==> src/rtl/jtpopeye_objdma_if.sv <==
`default_nettype none
// ============================================================================
//  Module      : jtpopeye_objdma_if
//  Description : Bus bundle for the Popeye object-table DMA. Carries timing
//                inputs, the Z80 bus handshake, the CPU-side read port and
//                the object line RAM write port.
//                master : the DMA engine side.
//                slave  : the system side (timing, CPU bus, object RAM).
//  Revision    : 1.0 - initial release
// ============================================================================
interface jtpopeye_objdma_if;

    // Timing and control
    logic       pxl_cen;
    logic       VB;
    logic       DM10;

    // Z80 bus handshake
    logic       busak_n;
    logic       busrq_n;

    // CPU-side read port
    logic [9:0] src_addr;
    logic       src_rd;
    logic [7:0] src_din;

    // Object line RAM write port
    logic [7:0] obj_addr;
    logic [7:0] obj_dout;
    logic       obj_we;

    // Status
    logic       busy;
    logic       done;
    logic       overrun;

    modport master (
        input  pxl_cen,
        input  VB,
        input  DM10,
        input  busak_n,
        input  src_din,
        output busrq_n,
        output src_addr,
        output src_rd,
        output obj_addr,
        output obj_dout,
        output obj_we,
        output busy,
        output done,
        output overrun
    );

    modport slave (
        output pxl_cen,
        output VB,
        output DM10,
        output busak_n,
        output src_din,
        input  busrq_n,
        input  src_addr,
        input  src_rd,
        input  obj_addr,
        input  obj_dout,
        input  obj_we,
        input  busy,
        input  done,
        input  overrun
    );

endinterface
`default_nettype wire

==> src/rtl/jtpopeye_objdma.sv <==
`default_nettype none
// ============================================================================
//  Module      : jtpopeye_objdma
//  Description : Object-table DMA scheduler. Once armed by DM10, copies LEN
//                bytes from the CPU-side object table into the object line
//                RAM at the next rising edge of vertical blank. Requests the
//                Z80 bus, moves one byte every two pixel-clock enables and
//                hands the bus back. A copy that VB cuts short is flagged in
//                the sticky overrun bit.
//                Optional: define JTPOPEYE_DMA_WATCHDOG_EN to bound the time
//                spent waiting for bus grant / bus release to 255 pxl_cen.
//  Revision    : 1.0 - initial release
// ============================================================================
module jtpopeye_objdma #(
    parameter int         LEN      = 160,
    parameter logic [9:0] SRC_BASE = 10'h000,
    parameter logic [7:0] DST_BASE = 8'h00
) (
    input wire                clk,
    input wire                rst,
    jtpopeye_objdma_if.master bus
);

    // ------------------------------------------------------------------------
    // State encoding
    // ------------------------------------------------------------------------
    localparam logic [2:0] c_st_idle    = 3'd0;
    localparam logic [2:0] c_st_req     = 3'd1;
    localparam logic [2:0] c_st_read    = 3'd2;
    localparam logic [2:0] c_st_write   = 3'd3;
    localparam logic [2:0] c_st_release = 3'd4;

    // Index of the final byte of a transfer
    localparam logic [7:0] c_last_idx   = 8'(LEN - 1);

`ifdef JTPOPEYE_DMA_WATCHDOG_EN
    // Counter value at which the 255th pxl_cen in REQ/RELEASE forces an exit
    localparam logic [7:0] c_wd_last    = 8'd254;
`endif

    // ------------------------------------------------------------------------
    // Registers
    // ------------------------------------------------------------------------
    logic [2:0] state_q,    state_d;
    logic       vb_q,       vb_d;
    logic       armed_q,    armed_d;
    logic [7:0] index_q,    index_d;
    logic       busrq_n_q,  busrq_n_d;
    logic [9:0] src_addr_q, src_addr_d;
    logic       src_rd_q,   src_rd_d;
    logic [7:0] obj_addr_q, obj_addr_d;
    logic [7:0] obj_dout_q, obj_dout_d;
    logic       obj_we_q,   obj_we_d;
    logic       busy_q,     busy_d;
    logic       done_q,     done_d;
    logic       overrun_q,  overrun_d;
`ifdef JTPOPEYE_DMA_WATCHDOG_EN
    logic [7:0] wd_q,       wd_d;
`endif

    // Rising edge of VB, relative to the value seen on the previous pxl_cen
    logic vb_rise;
    assign vb_rise = bus.VB & ~vb_q;

    // Next-state and output logic; everything advances only on pxl_cen,
    // while the write strobe and completion pulse fall back to 0 every clk.
    always_comb begin
        state_d    = state_q;
        vb_d       = vb_q;
        armed_d    = armed_q;
        index_d    = index_q;
        busrq_n_d  = busrq_n_q;
        src_addr_d = src_addr_q;
        src_rd_d   = src_rd_q;
        obj_addr_d = obj_addr_q;
        obj_dout_d = obj_dout_q;
        obj_we_d   = 1'b0;
        busy_d     = busy_q;
        done_d     = 1'b0;
        overrun_d  = overrun_q;
`ifdef JTPOPEYE_DMA_WATCHDOG_EN
        wd_d       = wd_q;
`endif

        if (bus.pxl_cen) begin
            vb_d = bus.VB;

            case (state_q)
                c_st_idle: begin
                    // An arm on the same enable as the VB edge still counts
                    if (vb_rise && (armed_q || bus.DM10)) begin
                        state_d   = c_st_req;
                        armed_d   = 1'b0;
                        busrq_n_d = 1'b0;
                        busy_d    = 1'b1;
                        if (bus.DM10) begin
                            overrun_d = 1'b0;
                        end
                    end else if (bus.DM10) begin
                        armed_d   = 1'b1;
                        overrun_d = 1'b0;
                    end
                end

                c_st_req: begin
                    if (!bus.busak_n) begin
                        state_d = c_st_read;
                        index_d = 8'd0;
                    end else if (!bus.VB) begin
                        // Blanking ended before the CPU gave up the bus
                        state_d   = c_st_release;
                        busrq_n_d = 1'b1;
                        overrun_d = 1'b1;
                    end
                end

                c_st_read: begin
                    src_addr_d = SRC_BASE + {2'b00, index_q};
                    src_rd_d   = 1'b1;
                    state_d    = c_st_write;
                    // VB dropping here still lets the byte in flight land;
                    // overrun then stops the copy after that write.
                    if (!bus.VB) begin
                        overrun_d = 1'b1;
                    end
                end

                c_st_write: begin
                    obj_dout_d = bus.src_din;
                    obj_addr_d = DST_BASE + index_q;
                    obj_we_d   = 1'b1;
                    src_rd_d   = 1'b0;
                    if (overrun_q || !bus.VB) begin
                        overrun_d = 1'b1;
                        state_d   = c_st_release;
                        busrq_n_d = 1'b1;
                    end else if (index_q == c_last_idx) begin
                        state_d   = c_st_release;
                        busrq_n_d = 1'b1;
                    end else begin
                        index_d = index_q + 8'd1;
                        state_d = c_st_read;
                    end
                end

                c_st_release: begin
                    busrq_n_d = 1'b1;
                    if (bus.busak_n) begin
                        state_d = c_st_idle;
                        busy_d  = 1'b0;
                        done_d  = ~overrun_q;
                    end
                end

                default: begin
                    state_d   = c_st_idle;
                    busrq_n_d = 1'b1;
                    src_rd_d  = 1'b0;
                    busy_d    = 1'b0;
                end
            endcase

`ifdef JTPOPEYE_DMA_WATCHDOG_EN
            // Bound the bus handshake waits; the count restarts whenever
            // the state moves on.
            if (state_d != state_q) begin
                wd_d = 8'd0;
            end else if (state_q == c_st_req || state_q == c_st_release) begin
                if (wd_q == c_wd_last) begin
                    wd_d      = 8'd0;
                    overrun_d = 1'b1;
                    busrq_n_d = 1'b1;
                    if (state_q == c_st_req) begin
                        state_d = c_st_release;
                    end else begin
                        state_d = c_st_idle;
                        busy_d  = 1'b0;
                        done_d  = 1'b0;
                    end
                end else begin
                    wd_d = wd_q + 8'd1;
                end
            end
`endif
        end
    end

    // State and output registers; reset drops the bus request immediately
    always_ff @(posedge clk or posedge rst) begin
        if (rst) begin
            state_q    <= c_st_idle;
            vb_q       <= 1'b0;
            armed_q    <= 1'b0;
            index_q    <= 8'd0;
            busrq_n_q  <= 1'b1;
            src_addr_q <= SRC_BASE;
            src_rd_q   <= 1'b0;
            obj_addr_q <= DST_BASE;
            obj_dout_q <= 8'd0;
            obj_we_q   <= 1'b0;
            busy_q     <= 1'b0;
            done_q     <= 1'b0;
            overrun_q  <= 1'b0;
        end else begin
            state_q    <= state_d;
            vb_q       <= vb_d;
            armed_q    <= armed_d;
            index_q    <= index_d;
            busrq_n_q  <= busrq_n_d;
            src_addr_q <= src_addr_d;
            src_rd_q   <= src_rd_d;
            obj_addr_q <= obj_addr_d;
            obj_dout_q <= obj_dout_d;
            obj_we_q   <= obj_we_d;
            busy_q     <= busy_d;
            done_q     <= done_d;
            overrun_q  <= overrun_d;
        end
    end

`ifdef JTPOPEYE_DMA_WATCHDOG_EN
    // Handshake watchdog counter
    always_ff @(posedge clk or posedge rst) begin
        if (rst) begin
            wd_q <= 8'd0;
        end else begin
            wd_q <= wd_d;
        end
    end
`endif

    // ------------------------------------------------------------------------
    // Outputs
    // ------------------------------------------------------------------------
    assign bus.busrq_n  = busrq_n_q;
    assign bus.src_addr = src_addr_q;
    assign bus.src_rd   = src_rd_q;
    assign bus.obj_addr = obj_addr_q;
    assign bus.obj_dout = obj_dout_q;
    assign bus.obj_we   = obj_we_q;
    assign bus.busy     = busy_q;
    assign bus.done     = done_q;
    assign bus.overrun  = overrun_q;

endmodule
`default_nettype wire

==> src/flat_wrapper.sv <==
// flat-port wrapper written by rule: the top's interface ports become plain ports
module jtpopeye_objdma_flat 
#(
    parameter int         LEN      = 160,
    parameter logic [9:0] SRC_BASE = 10'h000,
    parameter logic [7:0] DST_BASE = 8'h00
)
  (clk, rst, bus_pxl_cen, bus_VB, bus_DM10, bus_busak_n, bus_src_din, bus_busrq_n, bus_src_addr, bus_src_rd, bus_obj_addr, bus_obj_dout, bus_obj_we, bus_busy, bus_done, bus_overrun);
  jtpopeye_objdma_if bus_i ();
  input wire clk;
  input wire rst;
  input wire logic [$bits(bus_i.pxl_cen)-1:0] bus_pxl_cen;
  input wire logic [$bits(bus_i.VB)-1:0] bus_VB;
  input wire logic [$bits(bus_i.DM10)-1:0] bus_DM10;
  input wire logic [$bits(bus_i.busak_n)-1:0] bus_busak_n;
  input wire logic [$bits(bus_i.src_din)-1:0] bus_src_din;
  output wire logic [$bits(bus_i.busrq_n)-1:0] bus_busrq_n;
  output wire logic [$bits(bus_i.src_addr)-1:0] bus_src_addr;
  output wire logic [$bits(bus_i.src_rd)-1:0] bus_src_rd;
  output wire logic [$bits(bus_i.obj_addr)-1:0] bus_obj_addr;
  output wire logic [$bits(bus_i.obj_dout)-1:0] bus_obj_dout;
  output wire logic [$bits(bus_i.obj_we)-1:0] bus_obj_we;
  output wire logic [$bits(bus_i.busy)-1:0] bus_busy;
  output wire logic [$bits(bus_i.done)-1:0] bus_done;
  output wire logic [$bits(bus_i.overrun)-1:0] bus_overrun;
  assign bus_i.pxl_cen = bus_pxl_cen;
  assign bus_i.VB = bus_VB;
  assign bus_i.DM10 = bus_DM10;
  assign bus_i.busak_n = bus_busak_n;
  assign bus_i.src_din = bus_src_din;
  assign bus_busrq_n = bus_i.busrq_n;
  assign bus_src_addr = bus_i.src_addr;
  assign bus_src_rd = bus_i.src_rd;
  assign bus_obj_addr = bus_i.obj_addr;
  assign bus_obj_dout = bus_i.obj_dout;
  assign bus_obj_we = bus_i.obj_we;
  assign bus_busy = bus_i.busy;
  assign bus_done = bus_i.done;
  assign bus_overrun = bus_i.overrun;
  jtpopeye_objdma #(.LEN(LEN), .SRC_BASE(SRC_BASE), .DST_BASE(DST_BASE)) u_core (.clk(clk), .rst(rst), .bus(bus_i));
endmodule
==> config.mk <==
export PLATFORM = sky130hd
export DESIGN_NAME = jtpopeye_objdma_flat
export DESIGN_NICKNAME = d
export VERILOG_FILES = /design/src/rtl/jtpopeye_objdma_if.sv /design/src/rtl/jtpopeye_objdma.sv /design/src/flat_wrapper.sv
export SDC_FILE = /design/constraint.sdc
export NUM_CORES = 1
export LEC_CHECK = 0
export ABC_AREA = 1
export CORE_MARGIN = 10
export CORE_UTILIZATION = 37
export DETAILED_ROUTE_END_ITERATION = 10
export HOLD_SLACK_MARGIN = 0.12
export SYNTH_ARGS = -nofsm -noshare
export SYNTH_HDL_FRONTEND = slang
export SYNTH_SLANG_ARGS = --single-unit
==> constraint.sdc <==
create_clock -name clk -period 1.5 [get_ports clk]
set_input_delay 0.375 -clock clk [delete_from_list [all_inputs] [get_ports clk]]
set_output_delay 0.375 -clock clk [all_outputs]
set_load 0.01 [all_outputs]
==> qor.txt, run 1 <==
Status: complete, no violations
Fin Clk Skew: 0.00592 ns
CTS tree: built
DR DRC count: 0
Layout area overhead: 37.3%
Xor and xnor area share after synthesis: 0.0172
Boundary Pins: 46
# port buffers: 43
First-pass GRT wire length: 8.33 mm
Setup TNS: 0 ns
Clock sink count: 43
Finished Cell Area: 2800 µm²
GRT Total Usage: 0.114
Syn avg cell area: 7.99 µm²
Clock Pin Slew Worst Setup and Hold Paths: 0.08 ns
Die Width: 94.2 µm
Slowest cell delay on critical path: 0.54 ns
MaxCap Viol Count: 0
Clock root buffer: clkbuf_8
CP max stage cell: dfstp_2
Gr ovfl total: 0
Gpl congestion: 0.917
Largest area contributor in the netlist: dfrtp_1
Clock buffer count from CTS: 5
Via count: 1744
Final setup viols: 0
Initial Utilization: 0.389
Largest net degree at the start of global routing: 30
WP data required: 1.12 ns
Core area: 5240 µm²
CP endpoint kind: output pin
Initial DRT Pass Iterations: 4
Final-report max-slew violation count: 0
Hold Vio Cnt, Final: 0
Drt total wl: 4.81 mm
Final Non-Filler Cells: 387
Share of cells above drive strength 1: 0.145
Initial DRC count: 98
VDD IR max: 0.690 mV
Worst slack, placed: -0.289 ns
Class of the worst hold path: in -> async
CP cell instances: clkdlybuf4s15_1
Syn Std Cell Area: 2040 µm²
Pleak: 1.50 nW
Synth Area in Compound Gates: 0.0700
RSZ-0062 raised after global routing: no
Total power: 4.11 mW
WP buf/inv: 1
Area share of and/or/nand/nor cells after synthesis: 0.302
Final-stage net count: 331
CTS HTree Levels: 2
Max frequency: 695 MHz
Seq/Total Area, Yosys: 0.529
Critical path arrival: 1.06 ns
Die area: 8870 µm²
Clock Path Buffers: 2
Leading cell types in the layout, fill and taps excluded: nand2_1, dfrtp_1, dlygate4sd2_1
Worst-Skew Late Latency: 0.29 ns
Critical Path Source Type: flop
Fin crit period: 1.44 ns
Initial antenna violation count: 0
Drt via density: 4.51
Wire length per cell: 12.4 µm
Vias in the first global route: 1683
Remaining antenna violation count: 0
Ant. Diodes: 0
Synth warn: 0
Slack of the critical path: 0.0614 ns
Die Y: 94.2 µm
# rows: 26
Distinct cells, synth: 26
Yosys reg bits: 43
Placed insts: 377
Max Fanout on Critical Path: 2
Pwr/cell area: 1470 nW/µm²
Area share of the largest cell type after synthesis: 0.516
Final cycle utilization of the critical path: 0.959
Post-Synth Adder-Cell Area: 0.00614
Ranking of synthesized cells by area: dfrtp_1, nand2_1, inv_1, o21ai_0, nor2_1
Placed wire-length estimate: 3.70 mm
Dpl cell area: 2670 µm²
Most common cell after layout, fill and taps aside: nand2_1
Crit Path Category: reg -> out
Mux cell area share after synthesis: 0
Crit-path leading delay family: flip-flops
Largest family of logic cells by synthesized area: simple AND/OR/NAND/NOR gates
Synthesized instance count: 255
-- final cells by class --
cell class,count,area [µm²]
multi-input cells,179,872
repair buffers,58,559
clock inverters,3,20.0
fillers,505,2440
well taps,70,87.6
clock buffers,5,68.8
inverters,29,111
flip-flops and latches,43,1080
-- cell families (layout without fill, tap and decap cells) --
kind of cell | count (synthesis) | count (layout)
AOI/OAI and AO/OA | 27 | 27
xor gates and xnor gates | 4 | 4
adders and majority gates | 1 | 1
buffers and inverters | 34 | 95
DFF | 43 | 43
other | 1 | 2
and+or+nand+nor | 145 | 145
-- path summary, 6_finish.rpt --
kind | end | slack [ns] | start | cells after the start
worst max register to register | u_core.bus.busrq_n | 0.12 | u_core.index_q[0] | 9
min in group clk | u_core.vb_q | 0.46 | bus_VB | 3
worst min register to register | u_core.bus.obj_dout[2] | 0.47 | u_core.bus.obj_dout[2] | 2
max in group asynchronous | u_core.state_q[0] | 0.77 | rst | 3
worst min-delay path | u_core.armed_q | 0.29 | rst | 2
worst max-delay path | bus_busrq_n | 0.06 | u_core.bus.busrq_n | 1
-- power breakdown --
group | switching, mW | total [mW] | internal, mW | leakage [nW]
combinational | 0.954 | 1.66 | 0.708 | 0.897
clock | 0.397 | 0.721 | 0.324 | 0.0402
sequential | 0.206 | 1.73 | 1.52 | 0.566
-- sequential cells by signal, summed over array words and instances (netlist names) --
register and cells:
u_core.bus.busy 1, u_core.bus.src_rd 1, u_core.bus.done 1, u_core.bus.obj_dout 8, u_core.bus.overrun 1, u_core.bus.src_addr 8, u_core.state_q 3, u_core.bus.busrq_n 1
u_core.bus.obj_addr 8, u_core.bus.obj_we 1, u_core.vb_q 1, u_core.index_q 8, u_core.armed_q 1
-- cell usage after synthesis, drive strengths merged --
master / n
nand3: 11
a21oi: 1
nor2: 23
dfrtp: 42
clkbuf: 1
nand4: 3
nor3: 2
inv: 29
ha: 1
dfstp: 1
buf: 4
nand2: 106
xor2: 4
o21ai: 26
conb: 1
-- per-layer routing --
layer  routed length (µm)  global-route usage
met1                 2290               0.151
met2                 2180               0.175
met3                  295              0.0336
met4                   44              0.0304
met5                    0                   0
-- repair_timing --
action	CTS	global route
setup buffers	0	2
endpoints found under the hold margin	0	0
hold buffers	0	0
gates resized for setup	30	19
endpoints found under the setup margin	30	14
pin swaps	0	5
-- stage by stage --
step / util / hold WS (ns)
after CTS: 0.519 / 0.290
after floorplan: - / 0.454
after detailed placement: 0.509 / 0.458
final: 0.534 / 0.291
after global routing: 0.534 / 0.301
after global placement: 0.509 / 0.455
(Power assumes the default switching activity.)
==> inputs of run 2 (changes only) <==
--- a/config.mk
+++ b/config.mk
@@ -13,3 +13,4 @@
 export SYNTH_ARGS = -nofsm -noshare
 export SYNTH_HDL_FRONTEND = slang
 export SYNTH_SLANG_ARGS = --single-unit
+export TNS_END_PERCENT = 1
==> results of run 2 <==
Same layout as run 1: the final DEF is identical, and so are final timing and power.
==> inputs of run 3 (changes only) <==
--- a/config.mk
+++ b/config.mk
@@ -10,6 +10,7 @@
 export CORE_UTILIZATION = 37
 export DETAILED_ROUTE_END_ITERATION = 10
 export HOLD_SLACK_MARGIN = 0.12
+export SLEW_MARGIN = 20
 export SYNTH_ARGS = -nofsm -noshare
 export SYNTH_HDL_FRONTEND = slang
 export SYNTH_SLANG_ARGS = --single-unit
==> results of run 3 <==
Same layout as run 1: the final DEF is identical, and so are final timing and power.
==> edit 1 (flow settings as in run 3) <==
`obj_dout_q` no longer has a reset.
--- a/src/rtl/jtpopeye_objdma.sv
+++ b/src/rtl/jtpopeye_objdma.sv
@@ -196,7 +196,6 @@
             src_addr_q <= SRC_BASE;
             src_rd_q   <= 1'b0;
             obj_addr_q <= DST_BASE;
-            obj_dout_q <= 8'd0;
             obj_we_q   <= 1'b0;
             busy_q     <= 1'b0;
             done_q     <= 1'b0;
@@ -210,12 +209,15 @@
             src_addr_q <= src_addr_d;
             src_rd_q   <= src_rd_d;
             obj_addr_q <= obj_addr_d;
-            obj_dout_q <= obj_dout_d;
             obj_we_q   <= obj_we_d;
             busy_q     <= busy_d;
             done_q     <= done_d;
             overrun_q  <= overrun_d;
         end
+    end
+
+    always_ff @(posedge clk) begin
+        obj_dout_q <= obj_dout_d;
     end
 
 `ifdef JTPOPEYE_DMA_WATCHDOG_EN
Behaviour: differs if rst is asserted again (counterexample within 10 cycles, from zero or initial values and one cycle with rst high); with rst held inactive, the same outputs for 10 cycles.
==> edit 1 against run 3 <==
  * Setup slack got worse by 21 ps
  * Final area decreased by 0.36%
  * Routed wire length decreased by 7.0%
  * Clock power up 46%
  * Sequential cell count unchanged
  * Power is 9.1% lower
  * Clock skew rose by 1.5 ps
  * Area after synthesis is 1.9% lower
  * Count of clock-buffer cells in the layout rose by 1
  * Final cell count down 6.2%
  * Highest routed layer unchanged
==> edit 1: results (changes against run 3) <==
| Metric | Value |
|---|---|
| Status | finished clean (unchanged) |
| Router iterations before antenna repair | 4 (unchanged) |
| Yosys cell types | 29 (was 26) |
| Max H-tree Level | 2 (unchanged) |
| Clock transition at the registers of the reported paths | 80 ps (about the same) |
| Fill count | 489 (was 505) |
| ANT cells | 0 (unchanged) |
| Crit-path max FO | 2 (unchanged) |
| Global-route wire length before repair | 7730 µm (was 8330 µm) |
| CP top delay family | flip-flops (unchanged) |
| Layout cell share with drive strength beyond 1 | 20.5% (was 14.5%) |
| Slowest CP cell | dfstp_2 (unchanged) |
| Register area share after synthesis | 55.9% (was 52.9%) |
| Hold buffers post-CTS | 0 (unchanged) |
| Port Buffer Count | 43 (unchanged) |
| CTS buffer count | 5 (unchanged) |
| Clk Latency, worst-skew pair | 290 ps (about the same) |
| Maximum number of pins on one net before global-route repair | 36 (was 30) |
| Gpl congestion | 0.867 (was 0.917) |
| Pint | 0.00253 W (was 0.00255 W) |
| Initial antenna violation count | 0 (unchanged) |
| DP Wirelength | 3330 µm (was 3700 µm) |
| Asr flop ratio synth | 81.4% (was 100%) |
| Yosys warnings | 0 (unchanged) |
| Vias | 1629 (was 1744) |
| IR drop worst, VDD | 0.579 mV (was 0.690 mV) |
| Layout Skew | 7.47 ps (was 5.92 ps) |
| Initial DRC count | 71 (was 98) |
| Nets@finish | 307 (was 331) |
| Synth cell count leaders | nand2_1 (72), dfrtp_1 (34), inv_1 (21), o21ai_1 (21), nor2_1 (18) (was nand2_1 (105), dfrtp_1 (42), inv_1 (27), nor2_1 (19), o21ai_0 (18)) |
| Routed WL | 4480 µm (was 4810 µm) |
| CTS max path bufs | 2 (unchanged) |
| Worst EP arrival | 1080 ps (was 1060 ps) |
| Worst path max stage delay | 530 ps |
| Leakage power | 1.40 nW (was 1.50 nW) |
| Top cells by area, synth | dfrtp_1 (43%), nand2_1 (14%), edfxtp_1 (12%), o21ai_1 (5.3%), inv_1 (3.9%) (was dfrtp_1 (52%), nand2_1 (19%), inv_1 (5.0%), o21ai_0 (4.4%), nor2_1 (3.5%)) |
| Placed cell area | 2660 µm² (was 2670 µm²) |
| Total GRT Usage | 10.8% (was 11.4%) |
| Hold WC Path Type | input port to asynchronous set/reset pin (unchanged) |
| Ys flop type | dfrtp_1 (unchanged) |
| Post-synth EDFFs | 8 (was 0) |
| Clk root buf | clkbuf_8 (unchanged) |
==> edit 1: cell count changes in the layout (fill, tap and decap cells not counted), sizes merged, moves of 2 or more <==
cell      delta
nand2       -30
dfrtp        -8
edfxtp       +8
buf          +4
bufinv       +2
clkinvlp     -2
nor3         -2
==> edit 1: repair_timing <==
action / in CTS / in global routing
cloned: 0 / 0
endpoints found under the hold margin: 0 / 0
pin swaps: 0 / 3
buffers inserted: 0 / 0
gates resized for setup: 30 / 12
endpoints found under the setup margin: 30 / 16
==> edit 1: area by class of cell <==
class,count,area [µm²],area share (%)
Sequential cell,43,1120,40.2
Multi-Input combinational cell,152,766,27.5
Timing Repair Buffer,62,577,20.7
Inverter,28,105,3.77
Tap cell,70,87.6,3.14
Clock buffer,6,72.6,2.60
Clock inverter,2,60.1,2.15
==> edit 1: power groups by stage <==
stage               logic [W]  clock network [W]  registers [W]
global placement      0.00122                  0        0.00153
CTS                   0.00116            0.00108        0.00150
floorplan            0.000673                  0        0.00155
finish                0.00117            0.00105        0.00152
detailed placement    0.00122                  0        0.00153
global route          0.00135            0.00114        0.00154
==> edit 1: logic make-up (layout without fill, tap and decap cells) <==
family / count (synthesis) / in the layout / synth area share [%]
other: 1 / 2 / 0.188
XOR/XNOR: 3 / 3 / 1.32
flip-flops: 43 / 43 / 55.9
AO/OA/AOI/OAI: 30 / 30 / 8.14
adder cells (fa/ha/maj): 1 / 1 / 0.626
AND/OR/NAND/NOR: 116 / 116 / 26.4
buffers and inverters: 34 / 98 / 7.45
==> edit 1: routing by layer <==
layer	track usage, %	vias to the layer above	routed length [µm]
met5	0	-	0
met4	3.47	0	53
met3	4.00	4	356
met2	16.4	42	1970
met1	13.9	737	2100
li1	-	846	-
==> edit 1: final timing paths <==
path,from,endpoint,slack [ps],cells after the start
max,u_core.bus.busrq_n,bus_busrq_n,40,1
min,rst,u_core.bus.src_rd,420,3
max reg2reg,u_core.state_q[2],u_core.index_q[3],110,9
min reg2reg,u_core.bus.busrq_n,u_core.bus.busrq_n,460,2
max in group asynchronous,rst,u_core.bus.busrq_n,830,3
min in group clk,u_core.bus.busrq_n,u_core.bus.busrq_n,460,2
==> edit 1: stage by stage <==
step,setup TNS [ps],setup slack (ps),hold WS [ps],std cells
finish,0,40.2,420,363
global route,-58.3,-28.5,436,363
CTS,0,0.857,422,363
detailed placement,-4670,-202,454,355
global placement,-4730,-208,453,355
floorplan,0,51.3,467,229
==> edit 1: tightest hold or removal path, cell delays in order <==
cell	delay, ps
clkdlybuf4s50_1	390
inv_1	90
buf_12	220
==> edit 2 (config.mk and constraints of run 3) <==
Without the edit above. The option `JTPOPEYE_DMA_WATCHDOG_EN` is turned on by a define.
--- a/src/rtl/jtpopeye_objdma.sv
+++ b/src/rtl/jtpopeye_objdma.sv
@@ -11,6 +11,8 @@
 //                spent waiting for bus grant / bus release to 255 pxl_cen.
 //  Revision    : 1.0 - initial release
 // ============================================================================
+`define JTPOPEYE_DMA_WATCHDOG_EN
+
 module jtpopeye_objdma #(
     parameter int         LEN      = 160,
     parameter logic [9:0] SRC_BASE = 10'h000,
Function: no difference found for any inputs over 10 cycles, from zero or initial values and one cycle with rst high; that may be too few to reach the edited logic, so the function may still have changed.
==> edit 2 against run 3 <==
  * The run now ends with negative setup slack left
  * Clock skew down 1.1 ps
  * Setup slack worse by 180 ps
  * Routed wire length up 28%
  * Clock power up 7.8%
  * Final area up 27%
  * Area after synthesis up 24%
  * Sequential share of layout area down 2.6 points
  * Maximum frequency down 11%
  * Power up 51%
  * Sequential cell count up 8
  * Combinational power up 95%
  * Largest power group is now combinational logic
  * Worst hold slack better by 180 ps
  * Sequential power up 27%
==> edit 2: results (changes against run 3) <==
| Metric | Value |
|---|---|
| Final std cell area, no fill | 3560 µm² (was 2800 µm²) |
| Clk Latency, worst-skew pair | approximately 300 ps |
| Global-route wire length before repair | 10600 µm (was 8330 µm) |
| ANT cells | 0 (unchanged) |
| Failing checks | negative setup slack |
| Vias in the first global route | 2375 (was 1683) |
| Worst EP arrival | 1840 ps (was 1060 ps) |
| Router iterations before antenna repair | 4 (unchanged) |
| CP Launch Type | flop (unchanged) |
| Register area share after synthesis | 50.6% (was 52.9%) |
| Maximum number of pins on one net before global-route repair | 52 (was 30) |
| DP Wirelength | 4520 µm (was 3700 µm) |
| Gpl congestion | 0.870 (was 0.917) |
| Max H-tree Level | 2 (unchanged) |
| CTS buffer count | 5 (unchanged) |
| Clk root buf | clkbuf_8 (unchanged) |
| Crit-path max FO | 4 (was 2) |
| Asr flop ratio synth | 100% (unchanged) |
| Vias | 2283 (was 1744) |
| CTS max path bufs | 2 (unchanged) |
| Final TNS setup | -1450 ps (was 0 ps) |
| Pint | 0.00375 W (was 0.00255 W) |
| Nets@finish | 418 (was 331) |
| Clock transition at the registers of the reported paths | roughly 90 ps |
| Yosys cell types | 35 (was 26) |
| Ys flop type | dfrtp_1 (unchanged) |
| Total GRT Usage | 12.3% (was 11.4%) |
| Hold WC Path Type | input port to asynchronous set/reset pin (unchanged) |
| CP top delay family | simple AND/OR/NAND/NOR gates (was flip-flops) |
| IR drop worst, VDD | 1.35 mV (was 0.690 mV) |
| Top cells by area, synth | dfrtp_1 (50%), nand2_1 (13%), nand3_1 (4.6%), o21ai_0 (4.4%), inv_1 (4.0%) (was dfrtp_1 (52%), nand2_1 (19%), inv_1 (5.0%), o21ai_0 (4.4%), nor2_1 (3.5%)) |
| Routed WL | 6170 µm (was 4810 µm) |
| Endpoints failing setup | 20 (was 0) |
| Initial antenna violation count | 0 (unchanged) |
| Port Buffer Count | 43 (unchanged) |
| Layout cell share with drive strength beyond 1 | 26.2% (was 14.5%) |
| Fill count | 642 (was 505) |
| Placed cell area | 3390 µm² (was 2670 µm²) |
| Worst path max stage delay | 430 ps (was 540 ps) |
| Initial DRC count | 109 (was 98) |
| Layout Skew | 4.84 ps (was 5.92 ps) |
| Status | finished with violations (was finished clean) |
| Final setup margin | -116 ps (was 61.4 ps) |
| Leakage power | 1.88 nW (was 1.50 nW) |
| Yosys warnings | 0 (unchanged) |
| Synth cell count leaders | nand2_1 (86), dfrtp_1 (50), inv_1 (27), nand3_1 (23), o21ai_0 (22) (was nand2_1 (105), dfrtp_1 (42), inv_1 (27), nor2_1 (19), o21ai_0 (18)) |
| Slowest CP cell | dfrtp_1 (was dfstp_2) |
-- edit 2: cell types whose count changed after synthesis, sizes merged, moves of 4 or more --
cell	change
a21oi	+4
nand2	-16
o31ai	+4
dfrtp	+8
o21ai	+8
nand3	+15
inv	+4
nand4	+4
-- edit 2: tightest hold or removal path, stage by stage --
cell and delay [ps]:
clkdlybuf4s50_1 440, clkinvlp_4 90, buf_12 260
-- edit 2: final timing paths --
check | startpoint | end | slack (ps) | depth (start not counted)
max | u_core.state_q[0] | u_core.state_q[2] | -120 | 10
min | rst | u_core.wd_q[2] | 470 | 3
max reg2reg | u_core.state_q[0] | u_core.state_q[2] | -120 | 10
min reg2reg | u_core.bus.obj_dout[5] | u_core.bus.obj_dout[5] | 470 | 2
max in group asynchronous | rst | u_core.bus.busrq_n | 750 | 3
min in group clk | u_core.bus.obj_dout[5] | u_core.bus.obj_dout[5] | 470 | 2
-- edit 2: power by group through the flow --
stage | Clock, W | Sequential (W) | Combinational (W)
floorplan | 0 | 0.00237 | 0.00136
global placement | 0 | 0.00221 | 0.00314
detailed placement | 0 | 0.00222 | 0.00320
CTS | 0.000804 | 0.00219 | 0.00322
global route | 0.000852 | 0.00227 | 0.00363
finish | 0.000777 | 0.00219 | 0.00324
-- edit 2: cells by family (layout without fill, tap and decap cells) --
kind of cell / count (synthesis) / in the layout / share of synthesized area (%)
compound gates: 48 / 48 / 10.9
xor+xnor: 8 / 8 / 2.78
fa+ha+maj: 3 / 3 / 1.49
buf+inv: 41 / 137 / 6.89
flops: 51 / 51 / 50.6
other cells: 1 / 2 / 0.149
simple gates: 152 / 152 / 27.2
-- edit 2: metrics by stage --
step | worst slack, ps | std cells
finish | -116 | 481
global route | -262 | 481
CTS | -125 | 480
detailed placement | -498 | 468
global placement | -435 | 468
floorplan | -3.10 | 305
-- edit 2: area by class of cell --
class	count	area share, %
sequential	51	35.9
multi-input combinational	213	32.3
timing repair buffer	97	22.9
inverter	33	3.73
tap	80	2.81
clock buffer	5	1.93
clock inverter	2	0.387
-- edit 2: metal layers --
metal | GRT usage (%) | vias up | share of wire, %
met5 | 0 | - | 0
met1 | 14.5 | 1050 | 43
met4 | 2.71 | 0 | 0.78
met3 | 3.35 | 6 | 6.3
li1 | - | 1175 | -
met2 | 21.7 | 52 | 50
-- edit 2: timing repair --
item                                    4_1_cts  5_1_grt
endpoints found under the setup margin       59       40
pin swaps                                     9        7
resized for setup                            50       11
hold endpoints to repair                      0        0
setup buffers                                 5        1
